**src/rtl/checksum_arbiter.sv**
```systemverilog
// rtl/checksum_arbiter.sv - round-robin sequencer sharing one checksum unit among NUM_REQ requesters (optional CKSUM_ARB_FAILCNT_EN)
module checksum_arbiter #(
    parameter int NUM_REQ    = 4,
    parameter int CK_LATENCY = 2
) (
    input  logic                    i_clk,
    input  logic                    i_rst_n,
    input  logic [NUM_REQ-1:0]      i_req,
    input  logic [NUM_REQ*16-1:0]   i_req_data,
    output logic [NUM_REQ-1:0]      o_gnt,
    output logic [NUM_REQ-1:0]      o_done,
    output logic                    o_result,
    output logic                    o_busy,
    output logic [15:0]             o_ck_buffer,
    output logic                    o_ck_start,
    input  logic                    i_ck_valid,
    output logic [15:0]             o_fail_cnt
);

    localparam int IW = $clog2(NUM_REQ);
    localparam int CW = (CK_LATENCY > 1) ? $clog2(CK_LATENCY) : 1;
    localparam logic [CW-1:0]      CNT_LAST = CW'(CK_LATENCY - 1);
    localparam logic [IW-1:0]      IDX_LAST = IW'(NUM_REQ - 1);
    localparam logic [NUM_REQ-1:0] ONE_HOT0 = NUM_REQ'(1);

    localparam logic [1:0] S_IDLE  = 2'd0;
    localparam logic [1:0] S_ISSUE = 2'd1;
    localparam logic [1:0] S_WAIT  = 2'd2;
    localparam logic [1:0] S_RESP  = 2'd3;

    logic [1:0]         r_state;
    logic [IW-1:0]      r_rr_ptr;
    logic [IW-1:0]      r_idx;
    logic [CW-1:0]      r_cnt;
    logic [NUM_REQ-1:0] r_gnt;
    logic [NUM_REQ-1:0] r_done;
    logic               r_result;
    logic               r_busy;
    logic [15:0]        r_ck_buffer;
    logic               r_ck_start;

    logic               w_found;
    logic [IW-1:0]      w_pick;
    logic [15:0]        w_word;

    // Round-robin scan: first asserted request starting at r_rr_ptr, wrapping modulo NUM_REQ
    always_comb begin
        w_found = 1'b0;
        w_pick  = '0;
        for (int i = 0; i < NUM_REQ; i++) begin
            if (!w_found && i_req[(int'(r_rr_ptr) + i) % NUM_REQ]) begin
                w_found = 1'b1;
                w_pick  = IW'((int'(r_rr_ptr) + i) % NUM_REQ);
            end
        end
        w_word = i_req_data[16*int'(w_pick) +: 16];
    end

    // Sequencer FSM; every output is registered here so pulses line up with state entry
    always_ff @(posedge i_clk) begin
        if (!i_rst_n) begin
            r_state     <= S_IDLE;
            r_rr_ptr    <= '0;
            r_idx       <= '0;
            r_cnt       <= '0;
            r_gnt       <= '0;
            r_done      <= '0;
            r_result    <= 1'b0;
            r_busy      <= 1'b0;
            r_ck_buffer <= 16'h0000;
            r_ck_start  <= 1'b0;
        end else begin
            r_gnt      <= '0;
            r_done     <= '0;
            r_ck_start <= 1'b0;
            case (r_state)
                S_IDLE: begin
                    if (w_found) begin
                        r_idx       <= w_pick;
                        r_ck_buffer <= w_word;
                        r_gnt       <= ONE_HOT0 << w_pick;
                        r_ck_start  <= 1'b1;
                        r_busy      <= 1'b1;
                        r_state     <= S_ISSUE;
                    end
                end
                S_ISSUE: begin
                    r_cnt   <= '0;
                    r_state <= S_WAIT;
                end
                S_WAIT: begin
                    if (r_cnt == CNT_LAST) begin
                        r_result <= i_ck_valid;
                        r_done   <= ONE_HOT0 << r_idx;
                        r_state  <= S_RESP;
                    end else begin
                        r_cnt <= r_cnt + CW'(1);
                    end
                end
                S_RESP: begin
                    r_rr_ptr <= (r_idx == IDX_LAST) ? '0 : r_idx + IW'(1);
                    r_busy   <= 1'b0;
                    r_state  <= S_IDLE;
                end
                default: r_state <= S_IDLE;
            endcase
        end
    end

    assign o_gnt       = r_gnt;
    assign o_done      = r_done;
    assign o_result    = r_result;
    assign o_busy      = r_busy;
    assign o_ck_buffer = r_ck_buffer;
    assign o_ck_start  = r_ck_start;

`ifdef CKSUM_ARB_FAILCNT_EN
    logic [15:0] r_fail_cnt;

    // Saturating count of invalid verdicts, cleared only by reset
    always_ff @(posedge i_clk) begin
        if (!i_rst_n) begin
            r_fail_cnt <= 16'h0000;
        end else if (r_state == S_RESP && !r_result && r_fail_cnt != 16'hFFFF) begin
            r_fail_cnt <= r_fail_cnt + 16'h0001;
        end
    end

    assign o_fail_cnt = r_fail_cnt;
`else
    assign o_fail_cnt = 16'h0000;
`endif

endmodule
```
**config.mk**
```make
export PLATFORM = sky130hd
export DESIGN_NAME = checksum_arbiter
export DESIGN_NICKNAME = d
export VERILOG_FILES = /design/src/rtl/checksum_arbiter.sv
export SDC_FILE = /design/constraint.sdc
export NUM_CORES = 1
export LEC_CHECK = 0
export BUFFER_PORTS_ARGS = -buffer_cell sky130_fd_sc_hd__buf_2
export CORE_MARGIN = 1
export CORE_UTILIZATION = 49
export CTS_BUF_LIST = sky130_fd_sc_hd__clkbuf_4 sky130_fd_sc_hd__clkbuf_8
export CTS_CLUSTER_SIZE = 10
export DETAILED_ROUTE_END_ITERATION = 10
export PLACE_DENSITY = 0.93
export SYNTH_ARGS = -nofsm -noshare
export SYNTH_HDL_FRONTEND = slang
export SYNTH_SLANG_ARGS = --single-unit
```
**constraint.sdc**
```tcl
create_clock -name i_clk -period 4.5 [get_ports i_clk]
set_input_delay 0.9 -clock i_clk [delete_from_list [all_inputs] [get_ports i_clk]]
set_output_delay 0.9 -clock i_clk [all_outputs]
set_load 0.1 [all_outputs]
```
-- After elaboration in Yosys (flattened, before gate mapping)
Index checks and enable logic that the tools add are counted.
- register bits after elaboration: 34
- bits of input ports: 71
- output and inout port bits: 43
- word-level logic and storage cells: 78
- add/subtract/negate cells: 5
- order comparisons: 4
- eq/ne operators: 6
- shift-type cells: 3
- mux-type cells: 28
- bitwise operators: 3
- reductions and logical operators: 19
- operator list (cell ; count):
    64-bit by 7-bit indexed part select with 16-bit output ; 1
    1-bit 2-to-1 mux ; 14
    2-bit 2-to-1 mux ; 7
    3-bit by 4-bit < comparator with 1-bit output (second input constant) ; 3
    2-bit AND reduction ; 5
    1-bit binary-select mux with 2-bit select ; 4
    2-bit one-hot mux with 4 select lines ; 1
    1-bit by 2-bit << shifter with 4-bit output (first input constant) ; 2
    2-bit equality test (second input constant) ; 3
    3-bit AND reduction ; 2
    2-bit OR reduction ; 3
    2-bit by 1-bit adder with 2-bit output (second input constant) ; 2
    2-bit adder (second input constant) ; 2
    2-bit != test (second input constant) ; 2
    1-bit one-hot mux with 2 select lines ; 2
    2-bit nonzero test ; 2
    1-bit bitwise AND (first input constant) ; 3
    1-bit logical AND ; 3
    1-bit zero test ; 3
    2-bit by 3-bit < comparator with 1-bit output (second input constant) ; 1
    2-bit by 1-bit equality test with 1-bit output (second input constant) ; 1
    2-bit zero test ; 1
    1-bit adder (second input constant) ; 1

-- Logic depth before layout (Yosys ltp)
Gate-level depths: netlist (run 1).
- depth in word-level cells: 16
- gate-level depth with buffers: 8
- gate-level depth less buffers: 6

-- Worst setup path before layout (run 1)
OpenSTA, ideal clock, no wires.
- path kind: in2reg
- from: in i_req[2]
- to: reg r_ck_buffer[4] (netlist: o_ck_buffer[4])
- setup time: 0.115 ns
- data arrival time: 2.509 ns
- data required time: 4.385 ns
- setup slack: 1.877 ns
- stages: 8
- path buffers: 3
- path through: nor2b_1 -> or4b_1 -> buf_2 -> and2_4 -> buf_6 -> buf_6 -> mux2i_1 -> a2111oi_0
- longest elaborated chain between the ends: 13
- elaborated cells between the ends (all ways): 27
- those cells by class: shift: 1; mux: 19; reduce/logical: 7
- ends and longest elaborated chain (element ; line ; source):
    start, declared ; 8 ; input logic [NUM_REQ-1:0] i_req,
    1-bit binary-select mux with 2-bit select ; 51 ; if (!w_found && i_req[(int'(r_rr_ptr) + i) % NUM_REQ]) begin
    1-bit 2-to-1 mux (implied by the code) ; 51 ;
    1-bit 2-to-1 mux ; 51 ;
    1-bit zero test ; 51 ;
    1-bit logical AND ; 51 ;
    1-bit 2-to-1 mux ; 51 ;
    1-bit zero test ; 51 ;
    1-bit logical AND ; 51 ;
    1-bit 2-to-1 mux ; 51 ;
    1-bit zero test ; 51 ;
    1-bit logical AND ; 51 ;
    2-bit 2-to-1 mux or 1-bit 2-to-1 mux (tied branches) ; 51 ;
    64-bit by 7-bit indexed part select with 16-bit output or 2-bit AND reduction (tied branches) ; -- ;
    end signal, assigned ; 80 ; r_ck_buffer <= w_word;
    end, declared ; 39 ; logic [15:0] r_ck_buffer;
Parallel ways exist; a longest one is shown, timed or not. The select of a mux whose other input is x is not followed.
A chain may end at the register's enable or synchronous reset.

-- Worst setup path after layout (run 1)
- from: in i_req[2]
- to: reg r_ck_buffer[5] (netlist: o_ck_buffer[5])
Same word-level chain as after synthesis.

==> impl_metrics.ini, run 1 <==
[route]
antenna_left = 0
drt_iter0_drc = 54
highest_layer = met4
wl_met3_um = 299
wl_met1_um = 2080
met2_length_um = 2349
viasPerCell = 5.124
num_vias = 1814
wl_um = 4799
routedWlPerCell_um = 13.56
drc = 0
drt-pass1-iter-count = 4

[worst_setup_path]
crit_fanout = 31
critPathRequiredTime_ns = 4.64
end_kind = flop
critPathKind = input port to flop
cp-start-kind = input port
arrival_ns = 3.16

[floorplan]
die_h_um = 66.42
die_w_um = 66.42
die-area_mm2 = 0.004411
num_io_pins = 114
core.rowCount = 23
core_mm2 = 0.004000
initial_core_util_pct = 50.83

[logic_synthesis]
yosys_register_bits = 34
seq_area_frac_synth_pct = 33.48
netlist_area_mm2 = 0.002033
yosysTopAreaCell = dfxtp_1
synthCells = 212
synth_cell_type_count = 36
synthArstFlopShare_pct = 0
ys_warn_count = 0
synth_top_area_share_pct = 33.48
synth-edff-count = 0
yosys-top-cells-area = dfxtp_1 33%, mux2i_1 10%, a2111oi_2 6.6%
syn_avg_cell_area_um2 = 9.591
yosys_most_used_dff = dfxtp_1

[placed_design]
dpl_cell_area_mm2 = 0.002442
globalplace.congestion = 0.7408
post-dp-hpwl_um = 3505
dp_slack_ns = 1.118
numPortBuffers = 97

[sta]
hold_viol_final = 0
setup_violations = 0
finalClockSkew_ns = 0.009965
max_freq_mhz = 330.5
finalMaxSlewViolations = 0
rsz0062_at_grt = no
fin_tns_setup_ns = 0
setup_slack_ns = 1.474
min_period_over_period_pct = 67.25
period_needed_ns = 3.026
max-slew-margin-rel_pct = 33.65
tightest_slew_ns = 0.9942

[global_route]
grt_pass1_vias = 1671
grt_max_degree = 32
track_usage_pct = 22.27
grt_pass1_wl_um = 7362
antenna_found_initial = 0
grt_overflow = 0

[power]
power.total_uw = 1772
leakage_uw = 0.001232
p_comb_share_pct = 61.8
p_seq_share_pct = 24.8
intPower_uw = 753.0
p_clk_share_pct = 13.4
peakVddDrop_mv = 0.3734
power_density_mw_per_mm2 = 698.5
power.switching_uw = 1019
p_sw_share_pct = 57.51

[worst_hold_path]
hold_class = flop to flop

[run]
max-cap-violations = 0

[clock_tree]
clockBufferDepth = 2
cts_tree = built
postCtsResizedCells = 0
postCtsSetupRepairBufs = 0
root_buffer = clkbuf_8
numCtsBuffers = 5
cts.sinks = 34
clk_pin_slew_ns = 0.07
clk_latency_ns = 0.29
cts_hold_buf = 0
htree_levels = 2

[outcome]
status = finished clean

[finish]
fillerInstances = 365
fin_area_mm2 = 0.002537
layout-drive-gt1-share_pct = 45.72
syn_to_final_growth_pct = 24.80
nNetsFinal = 379
insertedDiodeCount = 0
==> synthesized netlist by cell type (all sizes together), types with 5 or more instances <==
library cell	count
buf	27
dfxtp	34
nand2	8
inv	5
a21boi	15
a2111oi	15
ha	5
mux2i	21
a211oi	16
nor2	32
nor2b	5
==> cells by family after synthesis <==
group           share of synthesized area [%]
compound gates                          27.45
fa+ha+maj                               3.077
buf+inv                                 11.69
flops                                   33.48
mux                                     10.34
other cells                            0.1844
simple gates                            13.79
==> cells in the final DEF, fill, tap and decap left out, drive strengths merged, types with 2 or more instances in the layout <==
cell type  synthesis  routed
buf               27      99
mux2i             21      21
nor2b              5       5
dfxtp             34      34
a211oi            16      16
ha                 5       5
a21oi              4       4
a21boi            15      15
nor2              32      32
inv                5       5
and2               2       2
nand3              4       4
nand2              8       8
clkbuf             3       6
nor4               2       2
nor3               3       3
a2111oi           15      15
conb               1      16
==> sequential cells by signal, summed over array words and instances, names as in the netlist <==
| register | cells |
|---|---|
| r_state | 2 |
| r_idx | 2 |
| o_ck_start | 1 |
| o_gnt | 4 |
| o_busy | 1 |
| r_cnt | 1 |
| o_done | 4 |
| o_ck_buffer | 16 |
| o_result | 1 |
| r_rr_ptr | 2 |
==> final timing paths <==
| check | from | to | slack [ns] | cells after the start |
|---|---|---|---|---|
| setup / recovery | i_req[2] | o_ck_buffer[5] | 1.47 | 6 |
| hold / removal | o_result | o_result | 0.46 | 2 |
| setup reg to reg | r_rr_ptr[0] | o_ck_buffer[5] | 1.89 | 5 |
| hold reg to reg | o_result | o_result | 0.46 | 2 |
==> stage by stage <==
step / cells / utilization [%] / hold slack (ns)
2_1_floorplan: 227 / - / 0.4480
3_3_place_gp: 346 / 61.06 / 0.4432
3_5_place_dp: 346 / 61.06 / 0.4462
4_1_cts: 354 / 63.43 / 0.4566
5_1_grt: 354 / 63.43 / 0.4874
6_report: 354 / 63.43 / 0.4560
==> power by group through the flow <==
stage               combinational, uW  clock [uW]  sequential, uW
floorplan                         437           0             941
global placement                 1080           0             442
detailed placement               1100           0             445
CTS                              1100         240             440
global route                     1150         253             449
finish                           1090         238             440
==> final cells by class <==
type	count	area, um2	area share (%)
inverter	5	18.77	0.7396
sequential	34	680.7	26.82
tap	50	62.56	2.465
clock buffer	6	82.58	3.254
clock inverter	2	12.51	0.4931
multi-input combinational	158	1180	46.50
timing repair buffer	99	500.5	19.72
==> critical path, stage by stage <==
cell,delay (ns)
buf_2,0.11
nor2b_1,0.13
or4b_1,0.89
and2_4,0.47
mux2i_1,0.17
a2111oi_0,0.49
==> metal layers <==
layer / global-route usage [%] / up-vias
li1: - / 920
met2: 38.78 / 75
met1: 26.62 / 813
met3: 3.793 / 6
met4: 9.574 / 0
met5: 0 / -
Power figures use the tool's default switching activity.
==> run 2: changes to the inputs <==
--- a/config.mk
+++ b/config.mk
@@ -7,11 +7,11 @@
 export LEC_CHECK = 0
 export BUFFER_PORTS_ARGS = -buffer_cell sky130_fd_sc_hd__buf_2
 export CORE_MARGIN = 1
-export CORE_UTILIZATION = 49
+export CORE_UTILIZATION = 41
 export CTS_BUF_LIST = sky130_fd_sc_hd__clkbuf_4 sky130_fd_sc_hd__clkbuf_8
 export CTS_CLUSTER_SIZE = 10
 export DETAILED_ROUTE_END_ITERATION = 10
-export PLACE_DENSITY = 0.93
+export PLACE_DENSITY = 0.84
 export SYNTH_ARGS = -nofsm -noshare
 export SYNTH_HDL_FRONTEND = slang
 export SYNTH_SLANG_ARGS = --single-unit
==> constraint.sdc (replaced) <==
create_clock -name i_clk -period 2.55 [get_ports i_clk]
set_input_delay 0.51 -clock i_clk [delete_from_list [all_inputs] [get_ports i_clk]]
set_output_delay 0.51 -clock i_clk [all_outputs]
set_load 0.1 [all_outputs]
==> impl_metrics.ini, run 2 (synthesis gave the netlist of run 1 again) <==
[outcome]
status = finished clean

[clock_tree]
cts.sinks = 34
postCtsResizedCells = 0
postCtsSetupRepairBufs = 0
numCtsBuffers = 5
root_buffer = clkbuf_8
htree_levels = 2
clk_latency_ns = 0.28
cts_hold_buf = 0
clk_pin_slew_ns = 0.07
cts_tree = built
clockBufferDepth = 2

[worst_setup_path]
crit_fanout = 31
critical_path.top_delay_family = simple AND/OR/NAND/NOR gates
arrival_ns = 2.21
crit_buf_inv = 1
crit_path_cell_trace = buf_2 -> nor2b_1 -> or4_1 -> and2_4 -> mux2i_1 -> a2111oi_2
worst_path_max_delay_cell = or4_1
slowest_delay_ns = 0.54
critPathKind = input port to flop
end_kind = flop
cp-start-kind = input port
critPathRequiredTime_ns = 2.72

[finish]
syn_to_final_growth_pct = 28.74
final_cell_mix = 97 x buf_2, 34 x dfxtp_1, 32 x nor2_1
nNetsFinal = 384
fin_cells = 376
largest_reg_flops = 16
layout-drive-gt1-share_pct = 46.93
insertedDiodeCount = 0
final_common_cell = buf_2

[sta]
tightest_slew_ns = 0.8795
setup_violations = 0
fin_tns_setup_ns = 0
finalMaxSlewViolations = 0
setup_slack_ns = 0.5109
period_needed_ns = 2.039
rsz0062_at_grt = no
min_period_over_period_pct = 79.96
max-slew-margin-rel_pct = 41.36
finalClockSkew_ns = 0.004837
hold_viol_final = 0
max_freq_mhz = 490.4

[worst_hold_path]
hold_class = flop to flop

[global_route]
grt_max_degree = 32
grt_pass1_wl_um = 7990
grt_overflow = 0
grt_pass1_vias = 1798
track_usage_pct = 19.37
antenna_found_initial = 0

[floorplan]
core_mm2 = 0.004755
die_w_um = 72.42
die-area_mm2 = 0.005245
num_io_pins = 114
initial_core_util_pct = 42.76
core.rowCount = 25
die_h_um = 72.42

[route]
viasPerCell = 4.878
wl_um = 4911
drc = 0
num_vias = 1834
antenna_left = 0
drt-pass1-iter-count = 4
routedWlPerCell_um = 13.06
drt_iter0_drc = 72

[placed_design]
globalplace.congestion = 0.7898
post-dp-hpwl_um = 3717
dp_slack_ns = 0.1581
dp.cells = 368
numPortBuffers = 97

[power]
peakVddDrop_mv = 0.5583
power.total_uw = 3221
leakage_uw = 0.001268
power_density_mw_per_mm2 = 1231

[run]
max-cap-violations = 0
[run 2: cell types whose count changed in the layout (fill, tap and decap cells not counted), sizes merged]
| cell | change |
|---|---|
| buf | +5 |
| clkinv | -1 |
| bufinv | +1 |
| clkbuf | +1 |
| clkinvlp | -1 |
[run 2: routing by layer]
metal | share of wire, % | track usage, % | routed length [um] | vias to the layer above
met2 | 49 | 35.10 | 2395 | 79
met1 | 43 | 22.63 | 2098 | 830
met4 | 1.1 | 5.229 | 56 | 0
met3 | 7.4 | 4.722 | 361 | 6
li1 | - | - | - | 919
met5 | 0 | 0 | 0 | -
[run 2: through the flow]
stage          utilization (%)  hold slack (ns)  cell area [um2]
2_1_floorplan                -           0.4480             2090
3_3_place_gp             52.66           0.4443             2504
3_5_place_dp             52.66           0.4584             2504
4_1_cts                  55.05           0.4686             2618
5_1_grt                  55.05           0.4856             2618
6_report                 55.05           0.4639             2618
[run 2: report_power, final]
| part | internal, uW | switching, uW | total, uW |
|---|---|---|---|
| registers | 684 | 87.8 | 772 |
| clock network | 314 | 184 | 497 |
| logic | 438 | 1510 | 1950 |
[run 2: cell type report]
| class | count | area, um2 |
|---|---|---|
| Clock inverter | 1 | 30.03 |
| Inverter | 5 | 18.77 |
| Clock buffer | 7 | 83.83 |
| Fill cell | 454 | 2137 |
| Timing Repair Buffer | 104 | 538.0 |
| Multi-Input combinational cell | 158 | 1182 |
| Sequential cell | 34 | 680.7 |
| Tap cell | 67 | 83.83 |
[run 2: worst register-to-register path, delay by kind of cell, from the launching register on]
kind                       cells  cell delay (ns)
AOI/OAI and AO/OA              1             0.09
adders and majority gates      1             0.24
buffers and inverters          2             0.42
DFF                            1             0.33
and+or+nand+nor                2             0.85
[run 2: path summary, 6_finish.rpt]
check / slack [ns] / endpoint / cells past startpoint / start
hold / removal: 0.46 / o_result / 2 / o_result
hold reg to reg: 0.46 / o_result / 2 / o_result
setup / recovery: 0.51 / o_ck_buffer[13] / 6 / i_req[0]
setup reg to reg: 0.51 / o_ck_buffer[13] / 6 / r_state[0]
==> run 3: changes to the inputs <==
--- a/config.mk
+++ b/config.mk
@@ -7,11 +7,11 @@
 export LEC_CHECK = 0
 export BUFFER_PORTS_ARGS = -buffer_cell sky130_fd_sc_hd__buf_2
 export CORE_MARGIN = 1
-export CORE_UTILIZATION = 41
+export CORE_UTILIZATION = 46
 export CTS_BUF_LIST = sky130_fd_sc_hd__clkbuf_4 sky130_fd_sc_hd__clkbuf_8
 export CTS_CLUSTER_SIZE = 10
 export DETAILED_ROUTE_END_ITERATION = 10
-export PLACE_DENSITY = 0.84
+export PLACE_DENSITY = 0.89
 export SYNTH_ARGS = -nofsm -noshare
 export SYNTH_HDL_FRONTEND = slang
 export SYNTH_SLANG_ARGS = --single-unit
==> constraint.sdc (replaced) <==
create_clock -name i_clk -period 2.1 [get_ports i_clk]
set_input_delay 0.42 -clock i_clk [delete_from_list [all_inputs] [get_ports i_clk]]
set_output_delay 0.42 -clock i_clk [all_outputs]
set_load 0.1 [all_outputs]
==> impl_metrics.ini, run 3 (synthesis gave the netlist of run 1 again) <==
[outcome]
status = finished clean

[finish]
fin_cells = 363
final_common_cell = buf_2
syn_to_final_growth_pct = 30.34
insertedDiodeCount = 0
final_cell_mix = 97 x buf_2, 34 x dfxtp_1, 32 x nor2_1
fillerInstances = 355
nNetsFinal = 388
fin_util_pct = 64.40
layout-drive-gt1-share_pct = 47.60
largest_reg_flops = 16

[power]
p_sw_share_pct = 55.36
p_comb_share_pct = 62.1
peakVddDrop_mv = 0.8751
p_clk_share_pct = 14.0
intPower_uw = 1764
p_seq_share_pct = 23.9
leakage_uw = 0.001294
power.switching_uw = 2187
power_density_mw_per_mm2 = 1491

[worst_hold_path]
holdPathStages = 3
min_from = i_rst_n
hold_class = input port to flop
whs_endpoint = o_ck_start

[worst_setup_path]
critPathKind = flop to flop
r2r_cells = 5
reg2reg_to = o_ck_buffer[5]
slowest_delay_ns = 0.49
cp-start-kind = flop
critPathRequiredTime_ns = 2.25
r2r_start = r_rr_ptr[0]
arrival_ns = 2.09
crit_fanout = 31
worst_path_max_delay_cell = or4b_1
r2r_slack_ns = 0.16
critical_path.top_delay_family = simple AND/OR/NAND/NOR gates
crit_path_cell_trace = nor2b_1 -> or4b_1 -> and2_4 -> mux2i_1 -> a2111oi_0
crit_buf_inv = 0
end_kind = flop

[sta]
min_period_over_period_pct = 92.58
finalClockSkew_ns = 0.006770
max_freq_mhz = 514.4
rsz0062_at_grt = no
finalMaxSlewViolations = 0
hold_viol_final = 0
period_needed_ns = 1.944
setup_violations = 0

[placed_design]
numPortBuffers = 97
dp.cells = 355
post-dp-hpwl_um = 3730
globalplace.congestion = 0.9012

[global_route]
grt_pass1_wl_um = 7603
grt_pass1_vias = 1777
antenna_found_initial = 0
grt_overflow = 0
track_usage_pct = 22.06
grt_max_degree = 32

[clock_tree]
postCtsSetupRepairBufs = 0
clockBufferDepth = 2
numCtsBuffers = 5
clk_pin_slew_ns = 0.07
clk_latency_ns = 0.28
root_buffer = clkbuf_8
cts.sinks = 34
htree_levels = 2
cts_tree = built

[floorplan]
die_h_um = 68.49
initial_core_util_pct = 49.41
die_w_um = 68.49
die-area_mm2 = 0.004690
core_mm2 = 0.004115
core.rowCount = 23
num_io_pins = 114

[route]
num_vias = 1912
drt_iter0_drc = 69
drt-pass1-iter-count = 4
drc = 0
routedWlPerCell_um = 13.73
viasPerCell = 5.267
antenna_left = 0
wl_um = 4985

[run]
max-cap-violations = 0
run 3: changes by cell type in the layout (fill, tap and decap cells not counted):
cell       delta
clkbuf_8      +3
a2111oi_0     -2
a2111oi_1     +2
buf_12        +2
buf_4         +2
clkbuf_4      -2
bufinv_16     -1
run 3: area by class of cell:
| class | instances | area [um2] | share of cell area, % |
|---|---|---|---|
| inverters | 5 | 18.77 | 0.7082 |
| multi-input cells | 158 | 1185 | 44.71 |
| flip-flops and latches | 34 | 680.7 | 25.68 |
| repair buffers | 108 | 593.1 | 22.38 |
| well taps | 50 | 62.56 | 2.361 |
| clock buffers | 8 | 110.1 | 4.155 |
run 3: what timing repair did:
action,CTS,global route
gates resized for setup,0,2
setup endpoints to repair,0,2
hold buffers,0,0
run 3: how the worst max path moves through the flow:
stage          cells after the start   startpoint  slack [ns]             end
2_1_floorplan                      8     i_req[0]       0.002  o_ck_buffer[4]
3_3_place_gp                       7     i_req[0]       -0.07  o_ck_buffer[2]
3_5_place_dp                       6     i_req[0]       -0.19  o_ck_buffer[5]
4_1_cts                            5  r_rr_ptr[0]        0.09  o_ck_buffer[5]
5_1_grt                            5  r_rr_ptr[0]       0.008  o_ck_buffer[5]
6_report                           5  r_rr_ptr[0]        0.16  o_ck_buffer[5]
run 3: worst min-delay path: stages:
cell,delay (ns)
buf_2,0.13
nand2_1,0.06
inv_1,0.04
run 3: power groups by stage:
| stage | combinational (uW) | sequential (uW) | clock [uW] |
|---|---|---|---|
| after floorplan | 940 | 2020 | 0 |
| after global placement | 2420 | 945 | 0 |
| after detailed placement | 2460 | 953 | 0 |
| after CTS | 2460 | 942 | 564 |
| after global routing | 2590 | 966 | 597 |
| final | 2450 | 943 | 553 |
run 3: per-stage QoR:
step                      setup slack [ns]  instance area (um2)  power, uW  setup TNS, ns  hold WS (ns)
after floorplan                   0.002068                 2100       2957              0        0.4480
after global placement            -0.06936                 2537       3363       -0.08885        0.4422
after detailed placement           -0.1881                 2537       3410        -0.8746        0.4690
after CTS                          0.08873                 2648       3964              0        0.3882
after global routing              0.007555                 2650       4150              0        0.4032
final                               0.1559                 2650       3951              0        0.4038
run 3: layer usage:
layer / vias up / GRT usage (%) / wire, um
li1: 931 / - / -
met1: 893 / 24.25 / 2089
met4: 0 / 9.375 / 57
met3: 7 / 5.667 / 346
met5: - / 0 / 0
met2: 81 / 39.58 / 2492
